**config.mk**
```make
export PLATFORM = sky130hd
export DESIGN_NAME = pc_gen_flat
export DESIGN_NICKNAME = d
export VERILOG_FILES = /design/src/rtl/pc_gen_if.sv /design/src/rtl/pc_gen.sv /design/src/flat_wrapper.sv
export SDC_FILE = /design/constraint.sdc
export NUM_CORES = 1
export LEC_CHECK = 0
export ABC_CLOCK_PERIOD_IN_PS = 3000
export CAP_MARGIN = 30
export CORE_MARGIN = 1.5
export CORE_UTILIZATION = 40
export CTS_CLUSTER_SIZE = 16
export DETAILED_ROUTE_END_ITERATION = 8
export GPL_ROUTABILITY_DRIVEN = 0
export PLACE_DENSITY = 0.77
export SLEW_MARGIN = 0
export SYNTH_ARGS = -nofsm -noshare
export SYNTH_HDL_FRONTEND = slang
export SYNTH_SLANG_ARGS = --single-unit
```
**constraint.sdc**
```tcl
create_clock -name clk -period 3 [get_ports clk]
set_input_delay 0.6 -clock clk [delete_from_list [all_inputs] [get_ports clk]]
set_output_delay 0.6 -clock clk [all_outputs]
set_load 0.02 [all_outputs]
```
**src/rtl/pc_gen_if.sv**
```systemverilog
// pc_gen_if: fetch-control bundle between the PC generator (slave) and its
// surrounding pipeline (master).
interface pc_gen_if #(
    parameter int unsigned XLEN = 32
);
    logic            pc_ready;
    logic [XLEN-1:0] sext_out;
    logic [XLEN-1:0] alu_out;
    logic            if_br_inst;
    logic            if_jal_inst;
    logic            flush_pc;
    logic [XLEN-1:0] new_pc;
    logic            trap_valid;
    logic [XLEN-1:0] trap_pc;
    logic            halt_req;
    logic            resume_req;
    logic            inst_len2;
    logic [XLEN-1:0] pc;
    logic            pc_valid;
    logic            halted;
    logic            misalign_exc;
    logic [XLEN-1:0] misalign_addr;

    modport master (
        output pc_ready, sext_out, alu_out, if_br_inst, if_jal_inst, flush_pc,
               new_pc, trap_valid, trap_pc, halt_req, resume_req, inst_len2,
        input  pc, pc_valid, halted, misalign_exc, misalign_addr
    );

    modport slave (
        input  pc_ready, sext_out, alu_out, if_br_inst, if_jal_inst, flush_pc,
               new_pc, trap_valid, trap_pc, halt_req, resume_req, inst_len2,
        output pc, pc_valid, halted, misalign_exc, misalign_addr
    );
endinterface

```
**src/rtl/pc_gen.sv**
```systemverilog
// pc_gen: program counter with BOOT/RUN/HALT fetch control and prioritised redirects.
// Define PC_RVC_EN for compressed-instruction support (2-byte steps, halfword alignment).
`ifndef RESET_PC
`define RESET_PC 32'h8000_0000
`endif

module pc_gen #(
    parameter int unsigned     XLEN     = 32,
    parameter logic [XLEN-1:0] RESET_PC = `RESET_PC
) (
    input logic     clk,
    input logic     rst_n,
    pc_gen_if.slave bus
);

    typedef enum logic [1:0] {
        BOOT,
        RUN,
        HALT
    } state_t;

    state_t          state;
    logic [XLEN-1:0] pc_q;
    logic            pc_valid_q;
    logic            halted_q;
    logic            misalign_exc_q;
    logic [XLEN-1:0] misalign_addr_q;

    logic            br_taken;
    logic            halt_now;
    logic [XLEN-1:0] trap_tgt;
    logic [XLEN-1:0] flush_tgt;
    logic [XLEN-1:0] br_tgt;
    logic [XLEN-1:0] step;
    logic            flush_ok;
    logic            br_ok;
    logic            unused_inputs;

    assign br_taken  = (bus.if_br_inst & bus.alu_out[0]) | bus.if_jal_inst;
    assign halt_now  = bus.halt_req & ~bus.resume_req;
    assign flush_tgt = {bus.new_pc[XLEN-1:1], 1'b0};
    assign br_tgt    = pc_q + bus.sext_out;

`ifdef PC_RVC_EN
    assign trap_tgt      = {bus.trap_pc[XLEN-1:1], 1'b0};
    assign step          = bus.inst_len2 ? XLEN'(2) : XLEN'(4);
    assign flush_ok      = 1'b1;
    assign br_ok         = ~br_tgt[0];
    assign unused_inputs = ^{bus.alu_out[XLEN-1:1], bus.trap_pc[0], bus.new_pc[0]};
`else
    assign trap_tgt      = {bus.trap_pc[XLEN-1:2], 2'b00};
    assign step          = XLEN'(4);
    assign flush_ok      = ~flush_tgt[1];
    assign br_ok         = (br_tgt[1:0] == 2'b00);
    assign unused_inputs = ^{bus.alu_out[XLEN-1:1], bus.trap_pc[1:0], bus.new_pc[0],
                             bus.inst_len2};
`endif

    // NOTE: sequential state uses non-blocking (<=) so every register samples pre-edge values.
    always_ff @(posedge clk or negedge rst_n) begin
        if (!rst_n) begin
            state           <= BOOT;
            pc_q            <= RESET_PC;
            pc_valid_q      <= 1'b0;
            halted_q        <= 1'b0;
            misalign_exc_q  <= 1'b0;
            misalign_addr_q <= '0;
        end else begin
            // NOTE: default assignment first so the pulse clears unless a branch below re-arms it.
            misalign_exc_q <= 1'b0;
            case (state)
                BOOT: begin
                    state      <= RUN;
                    pc_valid_q <= 1'b1;
                end
                RUN: begin
                    if (bus.trap_valid) begin
                        pc_q <= trap_tgt;
                    end else if (bus.flush_pc) begin
                        if (flush_ok) begin
                            pc_q <= flush_tgt;
                        end else begin
                            misalign_exc_q  <= 1'b1;
                            misalign_addr_q <= flush_tgt;
                        end
                    end else if (br_taken) begin
                        if (br_ok) begin
                            pc_q <= br_tgt;
                        end else begin
                            misalign_exc_q  <= 1'b1;
                            misalign_addr_q <= br_tgt;
                        end
                    end else if (halt_now) begin
                        // A halting fetch is not consumed; the same pc is refetched on resume.
                        state      <= HALT;
                        pc_valid_q <= 1'b0;
                        halted_q   <= 1'b1;
                    end else if (bus.pc_ready) begin
                        pc_q <= pc_q + step;
                    end
                end
                HALT: begin
                    if (bus.trap_valid) begin
                        pc_q       <= trap_tgt;
                        state      <= RUN;
                        pc_valid_q <= 1'b1;
                        halted_q   <= 1'b0;
                    end else if (bus.resume_req) begin
                        state      <= RUN;
                        pc_valid_q <= 1'b1;
                        halted_q   <= 1'b0;
                    end
                end
                default: begin
                    state      <= BOOT;
                    pc_valid_q <= 1'b0;
                    halted_q   <= 1'b0;
                end
            endcase
        end
    end

    assign bus.pc            = pc_q;
    assign bus.pc_valid      = pc_valid_q;
    assign bus.halted        = halted_q;
    assign bus.misalign_exc  = misalign_exc_q;
    assign bus.misalign_addr = misalign_addr_q;

endmodule
```
**src/flat_wrapper.sv**
```systemverilog
// flat-port wrapper written by rule: the top's interface ports become plain ports
module pc_gen_flat 
#(
    parameter int unsigned     XLEN     = 32,
    parameter logic [XLEN-1:0] RESET_PC = `RESET_PC
)
  (clk, rst_n, bus_pc_ready, bus_sext_out, bus_alu_out, bus_if_br_inst, bus_if_jal_inst, bus_flush_pc, bus_new_pc, bus_trap_valid, bus_trap_pc, bus_halt_req, bus_resume_req, bus_inst_len2, bus_pc, bus_pc_valid, bus_halted, bus_misalign_exc, bus_misalign_addr);
  pc_gen_if #(.XLEN(XLEN)) bus_i ();
  input logic clk;
  input logic rst_n;
  input wire logic [$bits(bus_i.pc_ready)-1:0] bus_pc_ready;
  input wire logic [$bits(bus_i.sext_out)-1:0] bus_sext_out;
  input wire logic [$bits(bus_i.alu_out)-1:0] bus_alu_out;
  input wire logic [$bits(bus_i.if_br_inst)-1:0] bus_if_br_inst;
  input wire logic [$bits(bus_i.if_jal_inst)-1:0] bus_if_jal_inst;
  input wire logic [$bits(bus_i.flush_pc)-1:0] bus_flush_pc;
  input wire logic [$bits(bus_i.new_pc)-1:0] bus_new_pc;
  input wire logic [$bits(bus_i.trap_valid)-1:0] bus_trap_valid;
  input wire logic [$bits(bus_i.trap_pc)-1:0] bus_trap_pc;
  input wire logic [$bits(bus_i.halt_req)-1:0] bus_halt_req;
  input wire logic [$bits(bus_i.resume_req)-1:0] bus_resume_req;
  input wire logic [$bits(bus_i.inst_len2)-1:0] bus_inst_len2;
  output wire logic [$bits(bus_i.pc)-1:0] bus_pc;
  output wire logic [$bits(bus_i.pc_valid)-1:0] bus_pc_valid;
  output wire logic [$bits(bus_i.halted)-1:0] bus_halted;
  output wire logic [$bits(bus_i.misalign_exc)-1:0] bus_misalign_exc;
  output wire logic [$bits(bus_i.misalign_addr)-1:0] bus_misalign_addr;
  assign bus_i.pc_ready = bus_pc_ready;
  assign bus_i.sext_out = bus_sext_out;
  assign bus_i.alu_out = bus_alu_out;
  assign bus_i.if_br_inst = bus_if_br_inst;
  assign bus_i.if_jal_inst = bus_if_jal_inst;
  assign bus_i.flush_pc = bus_flush_pc;
  assign bus_i.new_pc = bus_new_pc;
  assign bus_i.trap_valid = bus_trap_valid;
  assign bus_i.trap_pc = bus_trap_pc;
  assign bus_i.halt_req = bus_halt_req;
  assign bus_i.resume_req = bus_resume_req;
  assign bus_i.inst_len2 = bus_inst_len2;
  assign bus_pc = bus_i.pc;
  assign bus_pc_valid = bus_i.pc_valid;
  assign bus_halted = bus_i.halted;
  assign bus_misalign_exc = bus_i.misalign_exc;
  assign bus_misalign_addr = bus_i.misalign_addr;
  pc_gen #(.XLEN(XLEN), .RESET_PC(RESET_PC)) u_core (.clk(clk), .rst_n(rst_n), .bus(bus_i));
endmodule
```
==> results of run 1 <==
==> final timing paths <==
path / startpoint / endpoint / depth (start not counted)
max: bus_sext_out[11] / u_core.bus.misalign_addr[31] / 11
min: rst_n / u_core.bus.misalign_addr[0] / 1
max reg2reg: u_core.bus.pc[16] / u_core.bus.misalign_addr[31] / 10
min reg2reg: u_core.bus.misalign_addr[11] / u_core.bus.misalign_addr[11] / 2
max in group asynchronous: rst_n / u_core.bus.pc[17] / 2
min in group clk: u_core.bus.misalign_addr[11] / u_core.bus.misalign_addr[11] / 2
==> layout make-up <==
cell class              instances  share of cell area (%)
multi-input cells             629                   45.62
clock inverters                 5                  0.9164
well taps                     184                   2.480
flip-flops and latches         68                   18.34
repair buffers                300                   29.22
clock buffers                  11                   2.615
inverters                      20                  0.8086
==> power groups by stage <==
stage                     Sequential (mW)  Combinational [mW]  Clock, mW
final                                1.79                7.12       1.20
after global routing                 1.84                7.65       1.25
after CTS                            1.77                6.80       1.22
after detailed placement             1.76                6.58          0
after global placement               1.76                6.50          0
after floorplan                      2.29                3.06          0
==> cell families (layout without fill, tap and decap cells) <==
group,after synthesis,after routing,share of synthesized area [%]
flip-flops,68,68,28.84
AO/OA/AOI/OAI,246,246,26.70
buffers and inverters,61,336,4.429
AND/OR/NAND/NOR,279,279,21.89
multiplexers,12,12,2.077
XOR/XNOR,56,56,8.307
adder cells (fa/ha/maj),36,36,7.756
==> metrics by stage <==
stage                     setup TNS [ps]  setup WS (ps)  std cells  hold slack (ps)
after floorplan                        0          31.95        758            304.4
after global placement            -16000         -647.0       1192            454.9
after detailed placement          -17520         -723.2       1192            461.8
after CTS                              0          2.160       1214            388.9
after global routing              -128.0         -27.43       1217            417.7
final                                  0          62.01       1217            371.1
==> cells in the final DEF (no fill, tap or decap), types with 14 or more instances in the layout <==
cell | Yosys | final
nor3_1 | 32 | 30
o211ai_1 | 16 | 16
clkdlybuf4s50_1 | 0 | 154
nor2_1 | 72 | 69
nand2_1 | 98 | 97
a211oi_1 | 21 | 14
ha_1 | 35 | 25
nand3_1 | 21 | 21
o21ai_0 | 42 | 41
xnor2_1 | 36 | 35
a21oi_1 | 65 | 61
xor2_1 | 20 | 19
dfrtp_1 | 67 | 67
buf_4 | 1 | 126
inv_1 | 20 | 19
o21ai_1 | 27 | 24
==> state kept, by name, indices dropped and copies added (netlist names) <==
name	cells
u_core.bus.halted	1
u_core.bus.misalign_addr	32
u_core.bus.misalign_exc	1
u_core.bus.pc	32
u_core.state	2
==> cell usage after synthesis (16+ instances only) <==
cell type  count
a211oi_1      21
a21oi_1       65
clkbuf_1      33
dfrtp_1       67
ha_1          35
inv_1         20
nand2_1       98
nand3_1       21
nor2_1        72
nor3_1        32
o211ai_1      16
o21ai_0       42
o21ai_1       27
xnor2_1       36
xor2_1        20
==> what timing repair did <==
| item | CTS | global route |
|---|---|---|
| setup endpoints to repair | 27 | 27 |
| buffers inserted | 6 | 3 |
| pin swaps | 24 | 21 |
| gates resized for setup | 30 | 34 |
==> metal layers <==
metal	global-route usage [%]	routed length, um	vias to the layer above	share of wire [%]
li1	-	-	3291	-
met1	37.27	9566	3288	42
met2	46.38	10690	354	47
met3	4.381	1757	63	7.7
met4	11.76	783	0	3.4
met5	0	0	-	0
==> critical path: stages <==
cell             delay, ps
clkdlybuf4s50_1        480
ha_4                   310
nand3_2                 70
or4_4                  500
a211oi_4               280
buf_4                  150
o31a_1                 170
o22ai_2                100
xnor2_1                160
o21ai_1                 70
mux2_2                 280
==> results by group, run 1 <==
Outcome
  – Status: completed

Clock network
  – CTS Hold Bufs: 0
  – TritonCTS clock tree: done
  – Clock Latency Late Sink: approximately 350 ps
  – Clock Tree Buf Depth: 2
  – # clock sinks: slightly below 70
  – Clock root cell: clkbuf_16
  – H-Tree Depth: 3
  – Reg clk slew, reported paths: 60 ps
  – Num CTS Buffers: 9

Synthesis
  – Synth Warn #: 0
  – Largest area contributor in the netlist: dfrtp_1
  – Post-synth EDFFs: 0
  – Synth area leaders: dfrtp_1, ha_1, nand2_1
  – Netlist cell types: 69
  – Async S/R FF share, synth: between 90% and 100%
  – Register bit count reported by yosys: 68
  – Prevailing post-synth register cell: dfrtp_1
  – Syn Nets: 932
  – Mapped cell area: 0.005904 mm2
  – Mean area per synthesized cell: 7.789 um2
  – Post-synth top area share: between 20 and 30%
  – Synth Instances: 758
  – Post-synthesis sequential area ratio: 28.84%

Global routing
  – First-pass GRT wire length: 35.05 mm
  – Vias in the first global route: 6759
  – All-Layer GR Usage: 28.33%
  – Pin count of the biggest net entering global routing: 44
  – Global route overflow: 0
  – Initial antenna violation count: 0

Floorplanning
  – # IOs: 205
  – Core area: around 0.014 mm2
  – Site row count: 44
  – Die area: 0.01550 mm2
  – Die width: 124.5 um
  – Die Y: approximately 120 um
  – Initial Util: about two fifths

Placement
  – Placed Instance Area: 0.008592 mm2
  – Final HPWL DP: between 15 and 20 mm
  – Input/output buffers: 169

Drt
  – Routed length per placed instance: ~19 um
  – Vias: 6996
  – Vias per cell: 5.749
  – Remaining DRCs: 0
  – Post-route ant nets: 0
  – Routed WL: 22.80 mm
  – Starting DRC count in detailed routing: 678
  – DR pass1 iterations: 5

Final layout
  – Layout area overhead: 57.24%
  – Layout cells sized above 1: around a fifth
  – Final core utilization: 64.12%
  – Final Cell Area: 0.009284 mm2
  – # diodes: 0
  – Multi-input gate area: around 0.0042 mm2
  – Final nets: 1202
  – FF/Latch Area: 0.001703 mm2
  – Fill cells: approximately 1200

Power and ir drop
  – Internal power: 5.564 mW
  – Sw frac: 44.98%
  – Clk pwr share: 11.9%
  – Peak VDD IR: 0.4644 mV
  – Reg power frac: 17.7%
  – Pleak: 3.909 nW
  – Combinational power share: 70.4%
  – Sw power: 4.549 mW
  – Total Power: 10.11 mW
  – PD cells: 1089 mW/mm2

Timing
  – RSZ-0062 raised after global routing: true
  – Fin. max-slew vios: 0
  – Worst-margin pin slew: between 800 and 900 ps
  – Skew final: approximately 9.4 ps
  – Period utilization: 97.93%
  – Final hold violation count: 0
  – Fmax: 340.4 MHz
  – Final setup viols: 0
  – Slew margin rel.: 41.32%
  – Fin crit period: 2938 ps

Setup path
  – Worst EP required: 3230 ps
  – Worst setup path class: primary input to register
  – Startpoint Class: primary input
  – Worst reg2reg setup slack: 160 ps
  – Crit end category: register
  – Worst Path Arrival: around 3200 ps
  – CP Max Fanout: 2

Hold path
  – HP Class: primary input to asynchronous set/reset pin

Flow run
  – Maxcap violations: 0
No activity file was read; power rests on OpenSTA's default activity.
==> inputs of run 2 (changes only) <==
--- a/config.mk
+++ b/config.mk
@@ -7,12 +7,16 @@
 export LEC_CHECK = 0
 export ABC_CLOCK_PERIOD_IN_PS = 3000
 export CAP_MARGIN = 30
+export CELL_PAD_IN_SITES_DETAIL_PLACEMENT = 0
+export CELL_PAD_IN_SITES_GLOBAL_PLACEMENT = 1
+export CORE_ASPECT_RATIO = 0.8
 export CORE_MARGIN = 1.5
-export CORE_UTILIZATION = 40
+export CORE_UTILIZATION = 33
+export CTS_CLUSTER_DIAMETER = 120
 export CTS_CLUSTER_SIZE = 16
 export DETAILED_ROUTE_END_ITERATION = 8
 export GPL_ROUTABILITY_DRIVEN = 0
-export PLACE_DENSITY = 0.77
+export PLACE_DENSITY = 0.87
 export SLEW_MARGIN = 0
 export SYNTH_ARGS = -nofsm -noshare
 export SYNTH_HDL_FRONTEND = slang
==> results by group, run 2 (synthesis results as in run 1) <==
Outcome
  – Status: completed

Final layout
  – # diodes: 0 (unchanged)
  – FF/Latch Area: 0.001703 mm2 (unchanged)
  – Layout cells sized above 1: 22.02% (+1.4 points)
  – Fill cells: 1620 (+34%)
  – Fin cells: 1274 (+4.7%)
  – Most frequent cells in the layout: clkdlybuf4s50_1, buf_4, nand2_1, nor2_1, dfrtp_1
  – Multi-input gate area: 0.004307 mm2 (+1.7%)
  – Layout area overhead: 61.20%
  – Final nets: 1218 (+1.3%)
  – Most common cell after layout, fill and taps aside: clkdlybuf4s50_1
  – Final Cell Area: 0.009518 mm2 (+2.5%)

Global routing
  – Met1 Track Usage GR: 38.85% (+1.6 points)
  – All-Layer GR Usage: 26.25% (-2.1 points)
  – Pin count of the biggest net entering global routing: 47 (+6.8%)
  – Met3 Track Usage GR: 5.403% (+1.0 points)
  – Initial antenna violation count: 0 (unchanged)
  – Vias in the first global route: 6748 (-0.16%)
  – Layer with the highest usage: met1
  – GR Layer Usage met2: 38.26% (-8.1 points)
  – First-pass GRT wire length: 37.81 mm (+7.9%)
  – Global route overflow: 0 (unchanged)

Setup path
  – Worst reg2reg endpoint: u_core.bus.misalign_addr[31]
  – Most used cell, CP: buf_4
  – Worst path max stage delay: 490 ps (about the same)
  – Crit end category: register
  – Worst reg2reg setup slack: 80 ps (-80 ps)
  – Worst R2R Path Depth: 11 (+1)
  – Worst EP required: 3240 ps (about the same)
  – CP Max Fanout: 2 (unchanged)
  – Worst setup path class: primary input to register
  – Worst Path Arrival: 3240 ps (+70 ps)
  – R2r startpoint: u_core.bus.pc[16]
  – Startpoint Class: primary input
  – Cell Chain, Critical Path: dlygate4sd2_1, ha_1, nand4_1, buf_4, or4_4, a211oi_4, buf_4, o31a_1, o22ai_2, xnor2_1, o21ai_1, mux2_2
  – Slowest CP cell: or4_4

Power and ir drop
  – PD cells: 1088 mW/mm2 (about the same)
  – Peak VDD IR: 0.4476 mV (-3.6%)
  – Pleak: 3.998 nW (+2.3%)
  – Total Power: 10.36 mW (+2.4%)

Floorplanning
  – Die area: 0.01871 mm2 (+21%)
  – Core area: 0.01743 mm2 (+20%)
  – Initial Util: 33.87% (-6.9 points)
  – Die Y: 122.6 um (-1.5%)
  – Die width: 152.6 um (+23%)
  – Site row count: 43 (-2.3%)
  – # IOs: 205 (unchanged)

Clock network
  – Clock Tree Buf Depth: 2 (unchanged)
  – Clock root cell: clkbuf_16
  – TritonCTS clock tree: done
  – # clock sinks: 68 (unchanged)
  – Num CTS Buffers: 9 (unchanged)
  – Reg clk slew, reported paths: 60 ps (about the same)
  – H-Tree Depth: 3 (unchanged)
  – Clock Latency Late Sink: 360 ps (about the same)

Placement
  – Placed Instance Area: 0.008691 mm2 (+1.2%)
  – Input/output buffers: 169 (unchanged)
  – Final HPWL DP: 18.37 mm (+8.3%)
  – Place WS: -688.5 ps (+34.74 ps)
  – Placed Cells: 1241 (+4.1%)

Timing
  – Hold WS: 222.8 ps (-148.4 ps)
  – Slew margin rel.: 63.44% (+22 points)
  – Final hold violation count: 0 (unchanged)
  – Period utilization: 99.97% (+2.0 points)
  – Fmax: 333.4 MHz (-2.0%)
  – Fin crit period: 2999 ps (+61.09 ps)
  – Setup WS post-layout: 0.9155 ps (-61.09 ps)
  – Fin. max-slew vios: 0 (unchanged)
  – Worst-margin pin slew: 548.5 ps (-331.7 ps)
  – Final setup viols: 0 (unchanged)
  – Skew final: 10.91 ps (+1.533 ps)

Drt
  – DR pass1 iterations: 5 (unchanged)
  – Vias per cell: 5.460 (-5.0%)
  – Remaining DRCs: 0 (unchanged)
  – Post-route ant nets: 0 (unchanged)
  – Starting DRC count in detailed routing: 686 (+1.2%)
  – Routed WL: 24.48 mm (+7.4%)
  – Routed length per placed instance: 19.21 um (+2.6%)
  – Vias: 6956 (-0.57%)

Hold path
  – HP Class: primary input to asynchronous set/reset pin

Flow run
  – Maxcap violations: 0 (unchanged)
## run 2: cell count changes in the layout (fill, tap and decap cells not counted), sizes merged, moves of 2 or more
| cell | change |
|---|---|
| buf | +16 |
| clkbuf | -2 |
| clkdlybuf4s50 | -4 |
| dlygate4sd2 | +3 |
## run 2: per-stage QoR
| stage | setup TNS, ps | util (%) |
|---|---|---|
| floorplan | 0 | - |
| global placement | -18550 | 49.86 |
| detailed placement | -19620 | 49.86 |
| CTS | 0 | 53.33 |
| global route | -166.8 | 54.60 |
| finish | 0 | 54.60 |
## run 2: worst max path at each step
| stage | from | endpoint | slack [ps] |
|---|---|---|---|
| 3_5_place_dp | bus_sext_out[0] | u_core.bus.pc[28] | -690 |
| 4_1_cts | bus_sext_out[19] | u_core.bus.misalign_addr[29] | 6 |
| 2_1_floorplan | bus_sext_out[0] | u_core.bus.pc[28] | 30 |
| 3_3_place_gp | bus_sext_out[0] | u_core.bus.pc[28] | -680 |
| 5_1_grt | bus_sext_out[18] | u_core.bus.misalign_addr[31] | -60 |
| 6_report | bus_sext_out[18] | u_core.bus.misalign_addr[31] | 0.9 |
## run 2: cell type report
cell class | count | area share, %
Tap cell | 225 | 2.958
Clock inverter | 7 | 1.039
Sequential cell | 68 | 17.89
Inverter | 20 | 0.7887
Clock buffer | 9 | 2.366
Timing Repair Buffer | 316 | 29.71
Multi-Input combinational cell | 629 | 45.25
## run 2: where the power goes
group | internal (mW) | switching [mW]
Combinational | 3.60 | 3.71
Sequential | 1.36 | 0.491
Clock | 0.732 | 0.470
Total | 5.69 | 4.67
## run 2: repair_timing
| item | CTS | global route |
|---|---|---|
| resized for setup | 39 | 32 |
| hold buffers | 0 | 0 |
| buffers inserted | 12 | 5 |
| setup endpoints to repair | 29 | 32 |
| pin swaps | 19 | 19 |
## run 2: metal layers
metal  share of wire [%]  up-vias  routed length, um
li1                    -     3324                  -
met2                  42      313              10180
met5                   0        -                  0
met4                 1.8        0                429
met3                 8.6       31               2108
met1                  48     3288              11750
## run 2: worst max-delay path: cells and delay by family
kind / cells / cell delay [ps]
buffers and inverters: 3 / 610
and+or+nand+nor: 2 / 640
AOI/OAI and AO/OA: 4 / 640
adders and majority gates: 1 / 300
muxes: 1 / 280
xor gates and xnor gates: 1 / 160
